[config.mk]
export PLATFORM = sky130hd
export DESIGN_NAME = div
export DESIGN_NICKNAME = d
export VERILOG_FILES = /design/src/rtl/div_pkg.sv /design/src/rtl/div.sv
export SDC_FILE = /design/constraint.sdc
export NUM_CORES = 1
export LEC_CHECK = 0
export ABC_AREA = 1
export CORE_MARGIN = 4
export CORE_UTILIZATION = 58
export CTS_CLUSTER_SIZE = 20
export DETAILED_ROUTE_END_ITERATION = 10
export HOLD_SLACK_MARGIN = 0.05
export PLACE_DENSITY_LB_ADDON = 0.3
export SLEW_MARGIN = 20
export SYNTH_ARGS = -nofsm -noshare
export SYNTH_HDL_FRONTEND = slang
export SYNTH_SLANG_ARGS = --single-unit
[constraint.sdc]
create_clock -name clk -period 4.7 [get_ports clk]
set_input_delay 0.47 -clock clk [delete_from_list [all_inputs] [get_ports clk]]
set_output_delay 0.47 -clock clk [all_outputs]
set_load 0.01 [all_outputs]
[src/rtl/div_pkg.sv]
// div_pkg: shared widths, FSM encodings and handshake constants for the divider
//   RegBus / DoubleRegBus : operand and result widths
//   div_state_e           : DivFree, DivByZero, DivOn, DivEnd
//   DivStart / DivStop, DivResultReady / DivResultNotReady, RstEnable
//   mag()                 : two's-complement magnitude when signed and negative
package div_pkg;
   localparam int RegBus       = 32;
   localparam int DoubleRegBus = 64;
   typedef enum logic [1:0] {
      DivFree   = 2'b00,
      DivByZero = 2'b01,
      DivOn     = 2'b10,
      DivEnd    = 2'b11
   } div_state_e;
   localparam logic DivStart          = 1'b1;
   localparam logic DivStop           = 1'b0;
   localparam logic DivResultReady    = 1'b1;
   localparam logic DivResultNotReady = 1'b0;
   localparam logic RstEnable         = 1'b1;
   function automatic logic [RegBus-1:0] mag(input logic s, input logic [RegBus-1:0] v);
      return (s && v[RegBus-1]) ? -v : v;
   endfunction
endpackage

[src/rtl/div.sv]
// div: 32-step restoring divider (signed/unsigned) with start/annul handshake
//   clk, rst       : rising-edge clock, synchronous active-high reset
//   signed_div_i   : 1 = signed, 0 = unsigned
//   opdata1_i/2_i  : dividend / divisor, latched on the first start cycle
//   start_i        : request, held high until ready_o is seen
//   annul_i        : abandon the current operation
//   result_o       : {remainder, quotient}, non-zero only while ready_o
//   ready_o        : result valid
// Optional: define DIV_BYZERO_EN to short-cut a zero divisor to a zero result.
module div
   import div_pkg::*;
(
   input  logic                    clk,
   input  logic                    rst,
   input  logic                    signed_div_i,
   input  logic [RegBus-1:0]       opdata1_i,
   input  logic [RegBus-1:0]       opdata2_i,
   input  logic                    start_i,
   input  logic                    annul_i,
   output logic [DoubleRegBus-1:0] result_o,
   output logic                    ready_o
);
   div_state_e              state_q, state_d;
   logic [5:0]              cnt_q, cnt_d;
   logic [RegBus-1:0]       rem_q, rem_d, quo_q, quo_d, dvs_q, dvs_d;
   logic                    qneg_q, qneg_d, rneg_q, rneg_d;
   logic                    ready_q, ready_d;
   logic [DoubleRegBus-1:0] result_q, result_d;
   logic [RegBus:0]         shifted, trial;
   logic                    ge;
   logic [RegBus-1:0]       rem_nx, quo_nx;
   // Quotient register starts as the dividend and shifts out its MSB into the
   // partial remainder while quotient bits shift in from the bottom.
   assign shifted = {rem_q, quo_q[RegBus-1]};
   assign trial   = shifted - {1'b0, dvs_q};
   // A set top bit in the shifted remainder already exceeds any divisor.
   assign ge      = shifted[RegBus] | ~trial[RegBus];
   assign rem_nx  = ge ? trial[RegBus-1:0] : shifted[RegBus-1:0];
   assign quo_nx  = {quo_q[RegBus-2:0], ge};
   always_comb begin
      state_d  = state_q;
      cnt_d    = cnt_q;
      rem_d    = rem_q;
      quo_d    = quo_q;
      dvs_d    = dvs_q;
      qneg_d   = qneg_q;
      rneg_d   = rneg_q;
      ready_d  = ready_q;
      result_d = result_q;
      case (state_q)
         DivFree: begin
            if (start_i == DivStart && !annul_i) begin
               rem_d   = '0;
               quo_d   = mag(signed_div_i, opdata1_i);
               dvs_d   = mag(signed_div_i, opdata2_i);
               qneg_d  = signed_div_i & (opdata1_i[RegBus-1] ^ opdata2_i[RegBus-1]);
               rneg_d  = signed_div_i & opdata1_i[RegBus-1];
               cnt_d   = '0;
`ifdef DIV_BYZERO_EN
               state_d = (opdata2_i == '0) ? DivByZero : DivOn;
`else
               state_d = DivOn;
`endif
            end
         end
`ifdef DIV_BYZERO_EN
         DivByZero: begin
            state_d  = annul_i ? DivFree : DivEnd;
            ready_d  = annul_i ? DivResultNotReady : DivResultReady;
            result_d = '0;
         end
`endif
         DivOn: begin
            if (annul_i) begin
               state_d = DivFree;
            end else begin
               rem_d = rem_nx;
               quo_d = quo_nx;
               cnt_d = cnt_q + 6'd1;
               if (cnt_q == 6'd31) begin
                  state_d  = DivEnd;
                  ready_d  = DivResultReady;
                  result_d = {rneg_q ? -rem_nx : rem_nx, qneg_q ? -quo_nx : quo_nx};
               end
            end
         end
         DivEnd: begin
            if (annul_i || start_i == DivStop) begin
               state_d  = DivFree;
               ready_d  = DivResultNotReady;
               result_d = '0;
            end
         end
         default: state_d = DivFree;
      endcase
   end
   always_ff @(posedge clk) begin
      if (rst == RstEnable) begin
         state_q  <= DivFree;
         cnt_q    <= '0;
         rem_q    <= '0;
         quo_q    <= '0;
         dvs_q    <= '0;
         qneg_q   <= 1'b0;
         rneg_q   <= 1'b0;
         ready_q  <= DivResultNotReady;
         result_q <= '0;
      end else begin
         state_q  <= state_d;
         cnt_q    <= cnt_d;
         rem_q    <= rem_d;
         quo_q    <= quo_d;
         dvs_q    <= dvs_d;
         qneg_q   <= qneg_d;
         rneg_q   <= rneg_d;
         ready_q  <= ready_d;
         result_q <= result_d;
      end
   end
   assign ready_o  = ready_q;
   assign result_o = result_q;
endmodule

==> results.toml, run 1 <==
[cells_and_area]
fillers = 1950
layout.nets = 2254
multi_input_area_um2 = 7700
area_growth_pct = 16.5
drive_above_1_share = 0.0602
seq_area_um2 = 3420
final_cells = 2435
diodes = 0

[grt]
grt_max_degree = 112
grt_overflow = 0
antenna_found_initial = 0
track_usage = 0.316
grt_pass1_vias = 12500
grt_pass1_wl_mm = 61.9

[cts]
clock-sinks = 171
clock_tree.buffer_depth = 2
htreeDepth = 4
cts-hold-fix-buffers = 0
root_buffer = "clkbuf_16"
numCtsBuffers = 17
path_clk_slew_ps = 70
clk_latency_ps = 440
postCtsSetupRepairBufs = 0
cts-resized-gates = 0
cts_tree = "built"

[logic_synthesis]
synth_compound_area_frac = 0.172
synth_edf_count = 0
synthXorXnorAreaFrac = 0.0408
synthCells = 2061
async_flop_share = 0
synthMuxAreaShare = 0
syn_nets = 2168
synth_area_um2 = 12500
ys_seq_area_frac = 0.275
yosys_warnings = 0
yosys.area_share.simple = 0.364
yosys.cell_types.count = 58
post_synth.cell_area_avg_um2 = 6.04
synth-adder-area-share = 0.0388
ys_ff_latch = 171
synth_ff_type = "dfxtp_1"
synth_top_family_by_area = "simple AND/OR/NAND/NOR gates"

[timing]
finClkSkew_ps = 14.8
setup_viol = 0
hold_viol = 0
relSlewSlack = 0.401
max_freq_mhz = 244
rsz0062_at_grt = "false"
finalCriticalPeriod_ps = 4100
worst_slew_pin_slew_ps = 898
drv_slew = 0
fin_crit_sh = 0.872
finalSetupTns_ps = 0

[power]
ir_drop_mv = 0.231
power.density_nw_per_um2 = 285
p_leak_uw = 0.00683
p_clk_frac = 0.364
p_int_uw = 2710
combPwrFrac = 0.258
p_switching_uw = 1420
swShare = 0.344
seqPwrFrac = 0.378

[floorplanning]
dieArea_um2 = 23900
die_y_um = 155
boundaryPins = 134
die_w_um = 155
fp-row-count = 53
start_util = 0.591
core-area_um2 = 21100

[worst_hold_path]
min_from = "result_o[34]$_SDFFE_PP0P_"
min_to = "result_o[34]$_SDFFE_PP0P_"
hold_path_depth = 2
hp-class = "register to register"

[place]
dp_cells = 2403
dp_hpwl_mm = 29.5
numPortBuffers = 133
gp_congestion = 0.984

[outcome]
status = "completed"

[detailed_routing]
wirelength_mm = 38.6
firstDrtPassIters = 6
ant_nets = 0
viasPerCell = 5.57
vias = 13600
wl_per_cell_um = 15.8
drc = 0
drt_iter0_drc = 1252

[flow_run]
max_cap_viol_count = 0

[critical_path]
worstRegToRegCells = 23
cpPeakStageDelay_ps = 490
ff2ff_setup_slack_ps = 600
cp-start-kind = "register"
arrival_ps = 4370
path_cells = "inv_1 -> ha_1 -> fa_1 -> inv_1 -> nand2_1 -> nand2_1 -> nand3_1 -> nand2_2 -> nand2_2 -> nand2_2 -> nand2_4 -> nand2_4 -> buf_4 -> nand2_2 -> o21ai_4 -> ha_1 -> nand3_1 -> o21ai_0 -> nand2_1 -> nor2_1 -> nand3_1 -> nand3_1 -> a21oi_1"
slowest_stage = "buf_4"
worstPathMaxFanout = 50
rr_startpoint = "quo_q[31]$_SDFFE_PP0P_"
worstPathRequired_ps = 4970
worstSetupPathType = "register to register"
cp-end-kind = "register"
reg2reg_to = "result_o[62]$_SDFFE_PP0P_"
-- worst max-delay path by stage --
stage	start	to	slack [ps]	cells past startpoint
6_report	quo_q[31]$_SDFFE_PP0P_	result_o[62]$_SDFFE_PP0P_	600	23
5_1_grt	quo_q[31]$_SDFFE_PP0P_	result_o[28]$_SDFFE_PP0P_	160	26
4_1_cts	quo_q[31]$_SDFFE_PP0P_	result_o[62]$_SDFFE_PP0P_	690	23
3_5_place_dp	quo_q[31]$_SDFFE_PP0P_	result_o[62]$_SDFFE_PP0P_	700	23
3_3_place_gp	quo_q[31]$_SDFFE_PP0P_	result_o[62]$_SDFFE_PP0P_	850	23
2_1_floorplan	dvs_q[27]$_SDFFE_PP0P_	result_o[30]$_SDFFE_PP0P_	1410	25
-- worst max-delay path: cells and delay by family (launching register included) --
| kind | cells | cell delay, ps |
|---|---|---|
| buffers and inverters | 3 | 690 |
| AND/OR/NAND/NOR | 14 | 1490 |
| adder cells (fa/ha/maj) | 3 | 880 |
| flip-flops | 1 | 380 |
| AO/OA/AOI/OAI | 3 | 480 |
-- per-stage QoR --
step	cell area, µm²	hold WS [ps]	setup WS, ps	total power [µW]	util
5_1_grt	14500	482	165	4340	0.688
4_1_cts	14500	466	688	4120	0.688
6_report	14500	466	603	4130	0.688
3_5_place_dp	13900	456	703	2640	0.659
3_3_place_gp	13900	453	851	2620	0.659
2_1_floorplan	12500	446	1410	2340	-
-- state kept, by name (all words and copies together) (netlist names) --
register	flops
dvs_q	32
quo_q	32
cnt_q	6
ready_o	1
qneg_q	1
result_o	64
state_q	2
rneg_q	1
rem_q	32
-- cell usage in the layout, fill, tap and decap left out, types with 12 or more instances in the layout --
cell type / count
nand3_1: 148
ha_1: 37
inv_2: 13
inv_1: 253
nand2_1: 599
dfxtp_1: 171
nand2_2: 29
buf_4: 12
a21oi_1: 215
nor3_1: 24
xor2_1: 37
nor2_1: 159
xnor2_1: 21
nand4_1: 24
o21ai_0: 125
clkbuf_16: 17
clkdlybuf4s50_1: 132
-- cells in the mapped netlist (5+ instances only) --
| library cell | n | share of area |
|---|---|---|
| dfxtp_1 | 171 | 0.27 |
| o221ai_1 | 6 | 0.0042 |
| nand2_2 | 29 | 0.015 |
| xor2_1 | 37 | 0.026 |
| nor2_2 | 8 | 0.0040 |
| a221oi_1 | 5 | 0.0035 |
| o21ai_1 | 9 | 0.0036 |
| a21oi_1 | 215 | 0.086 |
| nand3_2 | 7 | 0.0056 |
| nand2_1 | 599 | 0.18 |
| clkbuf_1 | 63 | 0.019 |
| nor4_1 | 8 | 0.0040 |
| buf_1 | 6 | 0.0018 |
| nor2_1 | 162 | 0.049 |
| nand2_4 | 6 | 0.0054 |
| or2_1 | 7 | 0.0035 |
| inv_1 | 254 | 0.077 |
| o211ai_1 | 7 | 0.0042 |
| ha_1 | 37 | 0.037 |
| or2_2 | 8 | 0.0040 |
| o21ai_0 | 126 | 0.051 |
| inv_2 | 13 | 0.0039 |
| nand3b_1 | 7 | 0.0042 |
| xnor2_1 | 21 | 0.015 |
| nand4_1 | 24 | 0.012 |
| nand3_1 | 148 | 0.059 |
| nor3_1 | 24 | 0.0096 |
-- power by group through the flow --
| stage | Combinational, µW | Sequential, µW | Clock (µW) |
|---|---|---|---|
| 2_1_floorplan | 767 | 1570 | 0 |
| 3_3_place_gp | 1030 | 1590 | 0 |
| 3_5_place_dp | 1040 | 1590 | 0 |
| 4_1_cts | 1050 | 1560 | 1510 |
| 5_1_grt | 1200 | 1570 | 1570 |
| 6_report | 1070 | 1560 | 1500 |
-- cell families after synthesis --
group | after synthesis
AOI/OAI and AO/OA | 397
xor gates and xnor gates | 58
adders and majority gates | 38
buffers and inverters | 348
DFF | 171
and+or+nand+nor | 1049
-- per-layer routing --
metal  vias up  GRT usage  routed length (µm)
met5         -          0                   0
met4         0      0.129                1540
met3        99     0.0383                2510
met2       571      0.528               18100
met1      6068      0.415               16400
li1       6833          -                   -
-- cell type report --
type / count / share of cell area
Multi-Input combinational cell: 1542 / 0.531
Sequential cell: 171 / 0.236
Timing Repair Buffer: 145 / 0.0980
Inverter: 270 / 0.0698
Clock buffer: 19 / 0.0298
Tap cell: 275 / 0.0237
Clock inverter: 13 / 0.0123
(Power assumes the default switching activity.)
==> run 2, diff against run 1 <==
--- a/config.mk
+++ b/config.mk
@@ -6,13 +6,14 @@
 export NUM_CORES = 1
 export LEC_CHECK = 0
 export ABC_AREA = 1
+export ABC_CLOCK_PERIOD_IN_PS = 4700
 export CORE_MARGIN = 4
 export CORE_UTILIZATION = 58
 export CTS_CLUSTER_SIZE = 20
 export DETAILED_ROUTE_END_ITERATION = 10
 export HOLD_SLACK_MARGIN = 0.05
 export PLACE_DENSITY_LB_ADDON = 0.3
-export SLEW_MARGIN = 20
+export SLEW_MARGIN = 10
 export SYNTH_ARGS = -nofsm -noshare
 export SYNTH_HDL_FRONTEND = slang
 export SYNTH_SLANG_ARGS = --single-unit
==> results.toml, run 2 (same netlist as run 1, synthesis figures left out) <==
[critical_path]
worstPathRequired_ps = 4960
reg2reg_to = "result_o[62]$_SDFFE_PP0P_"
worstRegToRegCells = 23
worstSetupPathType = "register to register"
cp-end-kind = "register"
slowest_stage = "buf_4"
cp-start-kind = "register"
arrival_ps = 4370
path_cells = "inv_1 -> ha_1 -> fa_1 -> inv_1 -> nand2_1 -> nand2_1 -> nand3_1 -> nand2_2 -> nand2_2 -> nand2_2 -> nand2_4 -> nand2_4 -> buf_4 -> nand2_2 -> o21ai_4 -> ha_1 -> nand3_1 -> o21ai_0 -> nand2_1 -> nor2_1 -> nand3_1 -> nand3_1 -> a21oi_1"
rr_startpoint = "quo_q[31]$_SDFFE_PP0P_"
worstPathMaxFanout = 50
ff2ff_setup_slack_ps = 590
cpPeakStageDelay_ps = 490

[cells_and_area]
diodes = 0
largest_register_ffs = 64
final_common_cell = "nand2_1"
fillers = 1952
final_cell_mix = "nand2_1, inv_1, a21oi_1, dfxtp_1, nor2_1"
drive_above_1_share = 0.0602
layout.nets = 2254
area_growth_pct = 16.5
finish.utilization = 0.688

[detailed_routing]
viasPerCell = 5.56
firstDrtPassIters = 6
drc = 0
ant_nets = 0
vias = 13500
wl_per_cell_um = 15.8
wirelength_mm = 38.6
drt_iter0_drc = 1250

[worst_hold_path]
min_from = "result_o[34]$_SDFFE_PP0P_"
hp-class = "register to register"
min_to = "result_o[34]$_SDFFE_PP0P_"
hold_path_depth = 2

[floorplanning]
start_util = 0.591
die_y_um = 155
fp-row-count = 53
dieArea_um2 = 23900
boundaryPins = 134
die_w_um = 155
core-area_um2 = 21100

[cts]
clock_tree.buffer_depth = 2
cts-resized-gates = 0
cts_tree = "built"
clock-sinks = 171
root_buffer = "clkbuf_16"
clk_latency_ps = 440
numCtsBuffers = 17
htreeDepth = 4
path_clk_slew_ps = 70
postCtsSetupRepairBufs = 0
cts-hold-fix-buffers = 0

[place]
dp_hpwl_mm = 29.5
gp_congestion = 0.984
numPortBuffers = 133

[flow_run]
max_cap_viol_count = 0

[timing]
finalSetupTns_ps = 0
finalCriticalPeriod_ps = 4110
rsz0062_at_grt = "false"
drv_slew = 0
setup_viol = 0
finClkSkew_ps = 16.0
hold_viol = 0
fin_crit_sh = 0.875
relSlewSlack = 0.174
worst_hold_slack_ps = 466
worst_slew_pin_slew_ps = 1240
max_freq_mhz = 243

[grt]
grtUsageMet2 = 0.528
grt_util_met3 = 0.0383
grt_max_degree = 112
grt_pass1_vias = 12500
grt_busiest_layer = "met2"
grt_pass1_wl_mm = 61.9
antenna_found_initial = 0
use_met1 = 0.415
track_usage = 0.316
grt_overflow = 0

[power]
ir_drop_mv = 0.230
p_leak_uw = 0.00683
power.density_nw_per_um2 = 285

[outcome]
status = "completed"
==> run 2: cell counts in the layout (fill, tap and decap cells not counted) <==
No cell type changed its count.
==> run 2: worst max path at each step <==
stage / from / endpoint / slack (ps) / cells past startpoint
4_1_cts: quo_q[31]$_SDFFE_PP0P_ / result_o[62]$_SDFFE_PP0P_ / 690 / 23
6_report: quo_q[31]$_SDFFE_PP0P_ / result_o[62]$_SDFFE_PP0P_ / 590 / 23
5_1_grt: quo_q[31]$_SDFFE_PP0P_ / result_o[28]$_SDFFE_PP0P_ / 160 / 26
2_1_floorplan: dvs_q[27]$_SDFFE_PP0P_ / result_o[30]$_SDFFE_PP0P_ / 1410 / 25
3_5_place_dp: quo_q[31]$_SDFFE_PP0P_ / result_o[62]$_SDFFE_PP0P_ / 700 / 23
3_3_place_gp: quo_q[31]$_SDFFE_PP0P_ / result_o[62]$_SDFFE_PP0P_ / 850 / 23
==> run 2: worst max-delay path: cells and delay by family (launching register included) <==
family,cells,cell delay [ps]
compound gates,3,480
flops,1,380
fa+ha+maj,3,880
buf+inv,3,690
simple gates,14,1490
==> run 2: metrics by stage <==
step	worst slack (ps)	power, µW	cell area [µm²]	instances
after floorplan	1410	2340	12500	2061
after global placement	851	2620	13900	2403
after detailed placement	703	2640	13900	2403
after CTS	688	4120	14500	2435
after global routing	159	4340	14500	2435
final	588	4130	14500	2435
==> run 2: final cells by class <==
type                            instances  area, µm²  area share
Sequential cell                       171       3420       0.236
Tap cell                              275        344      0.0237
Timing Repair Buffer                  145       1420      0.0978
Clock buffer                           19        433      0.0298
Inverter                              270       1010      0.0698
Clock inverter                         13        179      0.0123
Multi-Input combinational cell       1542       7700       0.531
==> run 2: where the power goes <==
part	internal, µW	switching [µW]
combinational	357	710
sequential	1500	61.6
clock	854	648
total	2710	1420
==> run 2: metal layers <==
layer | vias to the layer above | share of wire | wire (µm)
met2 | 532 | 0.47 | 18100
met1 | 6080 | 0.43 | 16500
met4 | 0 | 0.039 | 1510
met3 | 93 | 0.064 | 2480
met5 | - | 0 | 0
li1 | 6838 | - | -
